[src/rtl/game_pkg.sv]
// Shared types and constants for the two-player card game.
// Holds the round sequencer state encoding, the winner codes and the bust limit.
// Imported by the deal controller and the winner judge.
package game_pkg;

    // Round sequencer states
    typedef enum logic [2:0] {
        IDLE   = 3'd0,
        REQ    = 3'd1,
        GRANT  = 3'd2,
        SETTLE = 3'd3,
        DONE   = 3'd4
    } state_t;

    // Winner report codes
    typedef enum logic [1:0] {
        WIN_NONE   = 2'b00,
        WIN_MASTER = 2'b01,
        WIN_SLAVE  = 2'b10,
        WIN_TIE    = 2'b11
    } winner_t;

    // Totals strictly above this value are a bust
    localparam logic [4:0] BUST_LIMIT = 5'd21;

endpackage

[src/rtl/game_winner_judge.sv]
// Purpose: combinational compare of the two player totals into a winner code.
// Latency: zero cycles (pure combinational), registered by the caller.
// Backpressure: none; output follows inputs continuously.
module game_winner_judge
    import game_pkg::*;
(
    input  logic [4:0] total_master,
    input  logic [4:0] total_slave,
    output logic [1:0] winner_code
);

    logic bust_m;
    logic bust_s;

    // Bust rules take priority, then the higher total wins, equal totals tie
    always_comb begin
        bust_m      = (total_master > BUST_LIMIT);
        bust_s      = (total_slave  > BUST_LIMIT);
        winner_code = WIN_TIE;
        if (bust_m && bust_s) begin
            winner_code = WIN_TIE;
        end else if (bust_m) begin
            winner_code = WIN_SLAVE;
        end else if (bust_s) begin
            winner_code = WIN_MASTER;
        end else if (total_master > total_slave) begin
            winner_code = WIN_MASTER;
        end else if (total_slave > total_master) begin
            winner_code = WIN_SLAVE;
        end else begin
            winner_code = WIN_TIE;
        end
    end

endmodule

[src/rtl/game_deal_controller.sv]
// Purpose: round sequencer; requests cards and deals them alternately to master/slave, then judges the round.
// Latency: card accepted -> ready pulse 1 cycle; ready pulse -> next cardReq 2 cycles.
// Backpressure: waits indefinitely in REQ for cardValid; cardValid outside REQ is ignored.
module game_deal_controller
    import game_pkg::*;
#(
    parameter int MAX_CARDS  = 5,
    parameter int INIT_CARDS = 2
) (
    input  logic       clock,
    input  logic       new_Game_n,
    input  logic       start,
    input  logic       cardValid,
    input  logic [3:0] cardValue,
    input  logic       standMaster,
    input  logic       standSlave,
    input  logic       finishMaster,
    input  logic       finishSlave,
    input  logic [4:0] totalValueMaster,
    input  logic [4:0] totalValueSlave,
    output logic       cardReq,
    output logic [3:0] cardValueOut,
    output logic       cardReadyMaster,
    output logic       cardReadySlave,
    output logic       roundDone,
    output logic [1:0] winner,
    output logic [2:0] cardsMaster,
    output logic [2:0] cardsSlave
);

    localparam logic [2:0] MAX_C  = 3'(MAX_CARDS);
    localparam logic [2:0] INIT_C = 3'(INIT_CARDS);

    // Turn pointer: 0 = master, 1 = slave
    localparam logic TURN_M = 1'b0;
    localparam logic TURN_S = 1'b1;

    state_t     state_q,      state_d;
    logic       turn_q,       turn_d;
    logic       card_req_q,   card_req_d;
    logic [3:0] card_value_q, card_value_d;
    logic       ready_m_q,    ready_m_d;
    logic       ready_s_q,    ready_s_d;
    logic       round_done_q, round_done_d;
    logic [1:0] winner_q,     winner_d;
    logic [2:0] cards_m_q,    cards_m_d;
    logic [2:0] cards_s_q,    cards_s_d;

    logic       done_m;
    logic       done_s;
    logic [1:0] judged_winner;

    game_winner_judge u_judge (
        .total_master (totalValueMaster),
        .total_slave  (totalValueSlave),
        .winner_code  (judged_winner)
    );

    // A player stops drawing on finish, at the card cap, or on stand once the opening deal is complete
    always_comb begin
        done_m = finishMaster || (cards_m_q == MAX_C) || (standMaster && (cards_m_q >= INIT_C));
        done_s = finishSlave  || (cards_s_q == MAX_C) || (standSlave  && (cards_s_q >= INIT_C));
    end

    // Next-state and registered-output computation for the round sequencer
    always_comb begin
        state_d      = state_q;
        turn_d       = turn_q;
        card_req_d   = card_req_q;
        card_value_d = card_value_q;
        ready_m_d    = 1'b0;
        ready_s_d    = 1'b0;
        round_done_d = round_done_q;
        winner_d     = winner_q;
        cards_m_d    = cards_m_q;
        cards_s_d    = cards_s_q;

        case (state_q)
            IDLE: begin
                if (start) begin
                    state_d    = REQ;
                    card_req_d = 1'b1;
                end
            end
            REQ: begin
                if (cardValid) begin
                    state_d      = GRANT;
                    card_req_d   = 1'b0;
                    card_value_d = cardValue;
                    ready_m_d    = (turn_q == TURN_M);
                    ready_s_d    = (turn_q == TURN_S);
                end
            end
            GRANT: begin
                // Count the card being handed over during this pulse cycle
                if (ready_m_q && (cards_m_q != MAX_C)) begin
                    cards_m_d = cards_m_q + 3'd1;
                end
                if (ready_s_q && (cards_s_q != MAX_C)) begin
                    cards_s_d = cards_s_q + 3'd1;
                end
                state_d = SETTLE;
            end
            SETTLE: begin
                if (done_m && done_s) begin
                    state_d      = DONE;
                    round_done_d = 1'b1;
                    winner_d     = judged_winner;
                end else begin
                    // Alternate turns, but never hand the turn to a player who is done
                    if (turn_q == TURN_M) begin
                        turn_d = done_s ? TURN_M : TURN_S;
                    end else begin
                        turn_d = done_m ? TURN_S : TURN_M;
                    end
                    state_d    = REQ;
                    card_req_d = 1'b1;
                end
            end
            DONE: begin
                state_d = DONE;
            end
            default: begin
                state_d = IDLE;
            end
        endcase
    end

    // Sequencer state and registered outputs; new_Game_n clears everything and abandons any round
    always_ff @(posedge clock or negedge new_Game_n) begin
        if (!new_Game_n) begin
            state_q      <= IDLE;
            turn_q       <= TURN_M;
            card_req_q   <= 1'b0;
            card_value_q <= 4'd0;
            ready_m_q    <= 1'b0;
            ready_s_q    <= 1'b0;
            round_done_q <= 1'b0;
            winner_q     <= WIN_NONE;
            cards_m_q    <= 3'd0;
            cards_s_q    <= 3'd0;
        end else begin
            state_q      <= state_d;
            turn_q       <= turn_d;
            card_req_q   <= card_req_d;
            card_value_q <= card_value_d;
            ready_m_q    <= ready_m_d;
            ready_s_q    <= ready_s_d;
            round_done_q <= round_done_d;
            winner_q     <= winner_d;
            cards_m_q    <= cards_m_d;
            cards_s_q    <= cards_s_d;
        end
    end

    assign cardReq         = card_req_q;
    assign cardValueOut    = card_value_q;
    assign cardReadyMaster = ready_m_q;
    assign cardReadySlave  = ready_s_q;
    assign roundDone       = round_done_q;
    assign winner          = winner_q;
    assign cardsMaster     = cards_m_q;
    assign cardsSlave      = cards_s_q;

endmodule

[config.mk]
export PLATFORM = sky130hd
export DESIGN_NAME = game_deal_controller
export DESIGN_NICKNAME = d
export VERILOG_FILES = /design/src/rtl/game_pkg.sv /design/src/rtl/game_winner_judge.sv /design/src/rtl/game_deal_controller.sv
export SDC_FILE = /design/constraint.sdc
export NUM_CORES = 1
export LEC_CHECK = 0
export BUFFER_PORTS_ARGS = -buffer_cell sky130_fd_sc_hd__buf_2
export CAP_MARGIN = 20
export CORE_MARGIN = 2
export CORE_UTILIZATION = 51
export CTS_BUF_LIST = sky130_fd_sc_hd__clkbuf_2
export CTS_CLUSTER_DIAMETER = 40
export DETAILED_ROUTE_END_ITERATION = 8
export GPL_TIMING_DRIVEN = 1
export PLACE_DENSITY = 0.92
export SYNTH_ARGS = -nofsm -noshare
export SYNTH_HDL_FRONTEND = slang
export SYNTH_SLANG_ARGS = --single-unit
[constraint.sdc]
create_clock -name clock -period 1.8 [get_ports clock]
set_input_delay 0.09 -clock clock [delete_from_list [all_inputs] [get_ports clock]]
set_output_delay 0.09 -clock clock [all_outputs]
set_load 0.05 [all_outputs]
==> metrics.txt <==
Vias/cell=5.56; fillers=between 150 and 200; Pre-antenna DRT Iters=4; Worst R2R Setup Slack=about 0.062 ns; FP Rows=16; dpl ws=0.110 ns; clk sinks=20; mux cell area share after synthesis=a little over 5%; Synth top area share=between 40% and 50%; Post-Synth XOR/XNOR Area=3.17%; fin crit period=1.74 ns; Pwr Density=~1600 nW/um^2; drt total wl=approximately 2.5 mm; die width=between 50 and 60 um; total grt overflow=0; 1st-iter DRT viols=14; r2r endpoint=winner[1]; Maximum Capacitance Violations=0; Synth cell types=32; Critical Path End Type=register; Final Skew=~0.034 ns; CTS tree=yes; post-route ant nets=0; share of total power in the clock network=just over 8%; first-pass GRT wire length=slightly above 4 mm; die area=around 2600 sq um; critical-path cell list=inv_1, ha_1, nand2_2, a21o_4, or4b_1, o22a_1; WL met2=around 1.2 mm; routability congestion estimate=approximately 0.90; mean routed wirelength per cell=between 10 and 15 um; setup ws final=slightly above 0.06 ns; Switching Fraction=roughly half; P_leak=between 0.7 and 0.8 nW; I/O pin total=38; CP peak stage delay=roughly 0.48 ns; clock buffer count from CTS=3; Clk Latency, worst-skew pair=0.32 ns; simple-gate area share of the yosys netlist=between 10% and 20%; top cells by area, synth=dfrtp_1 (45%), ha_1 (11%), mux2_2 (5.1%); Synth Instances=107; sequential area share after synthesis=a little under half; adder-cell share of the synthesized area=between 10% and 20%; post-detail-place hpwl=about 1.9 mm; Final nets=roughly 190; Core ar.=approximately 2000 sq um; HP Start=cardValue[1]; worst-path maximum fanout=6; hold path depth=2; final max-slew violation count=0; Peak Freq=0.575 GHz; Root Buffer=clkbuf_2; largest net degree at the start of global routing=21; reg2reg start=cardsMaster[1]; internal power=approximately 0.0011 W; routed vias=1001; Switch Pwr=0.00117 W; Syn Area/Cell=10.3 sq um; fin area=~1400 sq um; Compound-Gate Fraction of Synth Area=14.1%; combinational power share=between 50% and 60%; diode count=0; Design Power=around 0.0023 W; crit share post-route=between 90 and 100%; reg2reg path depth=6; Seq pwr share=a little over a third; Synth-to-Final Area Change=27.6%; CTS H-tree lvls=1; cell type with the largest total area after synthesis=dfrtp_1; Placed Area=1340 sq um; Die Ht=50.6 um; Hold Path Class=primary input to register; vias in the first global route=~970; Worst Tran Pin Value=between 0.4 and 0.5 ns; post-synthesis register bit count=20; Detail Route met3 WL=about 150 um; CP arrival=1.98 ns; YS warnings=0; Initial Utilization=a little under three fifths; Peak VDD IR=1260 uV; combinational family with the most area after synthesis=simple AND/OR/NAND/NOR gates; Clock transition at path regs=about 0.20 ns; Startpoint Class=register; Final Hold Viols=0; hold worst-path end=cardValueOut[1]; status=completed; Post-Syn Area=between 1000 and 1500 sq um; WP data required=2.04 ns; initial antenna violation count=0; # setup viols final=0; CP max stage cell=dfrtp_2; highest routed layer=met4; global-route usage over all layers=between 20% and 30%; CP startpoint=cardsMaster[1]; Syn Nets=between 100 and 150; slew margin rel.=around 69%; DRC errors left=0; Post-Layout Cell Count=180; DP Cell Count=172; Max Buffers Root-to-Sink=2; fraction of layout cells with a size suffix above 1=between 40% and 50%; crit path kind=register to register; PortBufs=37; WL met1=1.05 mm; Fin Setup TNS=0 ns
## worst max-delay path, delay by kind of cell (launching register included)
family / cells / cell delay (ns)
adders and majority gates: 1 / 0.15
and+or+nand+nor: 2 / 0.55
buffers and inverters: 1 / 0.06
AOI/OAI and AO/OA: 2 / 0.42
DFF: 1 / 0.48
## layout by cell type, fill, tap and decap left out, types with 2 or more instances in the layout
master         synthesis  layout
buf_2                  0      37
dfrtp_1               20      16
ha_1                  10      10
inv_1                  9       9
nand2_1                7       6
a21oi_1                6       6
mux2_2                 5       5
o21ai_0                5       5
buf_4                  2       5
xnor2_1                4       4
nor2_1                 4       4
dfrtp_2                0       4
clkbuf_2               0       4
nor3_1                 4       3
nor4_1                 3       3
a21o_1                 3       3
nand3_1                3       3
nand2_2                1       2
nand4_1                2       2
or2_2                  2       2
a31oi_1                2       2
dlygate4sd3_1          0       2
## power by group through the flow
stage,clock network [W],registers [W],logic [W]
floorplan,0,0.00129,0.000451
global placement,0,0.000794,0.00122
detailed placement,0,0.000812,0.00126
CTS,0.000193,0.000803,0.00127
global route,0.000213,0.000834,0.00140
finish,0.000186,0.000807,0.00131
## cell type report
| type | count | area (sq um) | share of cell area (%) |
|---|---|---|---|
| multi-input combinational | 76 | 576 | 40.8 |
| sequential | 20 | 505 | 35.8 |
| timing repair buffer | 44 | 243 | 17.2 |
| inverter | 9 | 33.8 | 2.39 |
| tap | 27 | 33.8 | 2.39 |
| clock buffer | 4 | 20.0 | 1.42 |
## metrics by stage
| stage | hold WS [ns] | utilization (%) |
|---|---|---|
| 2_1_floorplan | -0.206 | - |
| 3_3_place_gp | 0.0501 | 67.1 |
| 3_5_place_dp | 0.0595 | 67.1 |
| 4_1_cts | 0.0143 | 69.1 |
| 5_1_grt | 0.000517 | 70.5 |
| 6_report | 0.0289 | 70.5 |
## cell families after synthesis
kind of cell / count (synthesis)
xor gates and xnor gates: 4
adders and majority gates: 10
DFF: 20
AOI/OAI and AO/OA: 24
buffers and inverters: 11
and+or+nand+nor: 33
muxes: 5
## layer usage
| metal | global-route usage [%] | vias to the layer above |
|---|---|---|
| met5 | 0 | - |
| met4 | 7.66 | 0 |
| met3 | 6.85 | 8 |
| met2 | 34.2 | 44 |
| met1 | 25.9 | 471 |
| li1 | - | 478 |
## registers in the layout (all words and copies together), names as in the netlist
| register | cells |
|---|---|
| cardReadySlave | 1 |
| cardsMaster | 3 |
| cardValueOut | 4 |
| roundDone | 1 |
| cardReadyMaster | 1 |
| cardReq | 1 |
| cardsSlave | 3 |
| state_q | 3 |
| winner | 2 |
| turn_q | 1 |
## cell usage after synthesis
cell        n
a2111oi_0   1
xnor2_1     4
buf_4       2
a21o_1      3
nor3_1      4
a21o_2      1
o21ai_0     5
a2bb2oi_1   1
and4b_1     1
nor2_1      4
inv_1       9
nand3_1     3
a211o_2     1
a21oi_1     6
ha_1       10
nor2b_1     1
or3b_2      1
nand4_1     2
a31oi_1     2
mux2_2      5
nor4_1      3
o22a_1      1
nor3b_1     1
o31ai_1     2
or2_2       2
dfrtp_1    20
nand2_1     7
nand2_2     1
or4b_1      1
o22ai_1     1
or2_4       1
and2_1      1
## what timing repair did
item / CTS / global route
resized for setup: 0 / 3
hold buffers: 2 / 0
endpoints found under the hold margin: 21 / 0
endpoints found under the setup margin: 0 / 2
setup buffers: 0 / 2
## worst max path at each step
stage	to	slack [ns]	depth (start not counted)
after floorplan	winner[1]	0.009	4
final	winner[1]	0.06	6
after global routing	winner[1]	-0.001	6
after detailed placement	winner[1]	0.11	6
after CTS	winner[1]	0.07	6
after global placement	winner[1]	0.15	6
No activity file was read; power rests on OpenSTA's default activity.
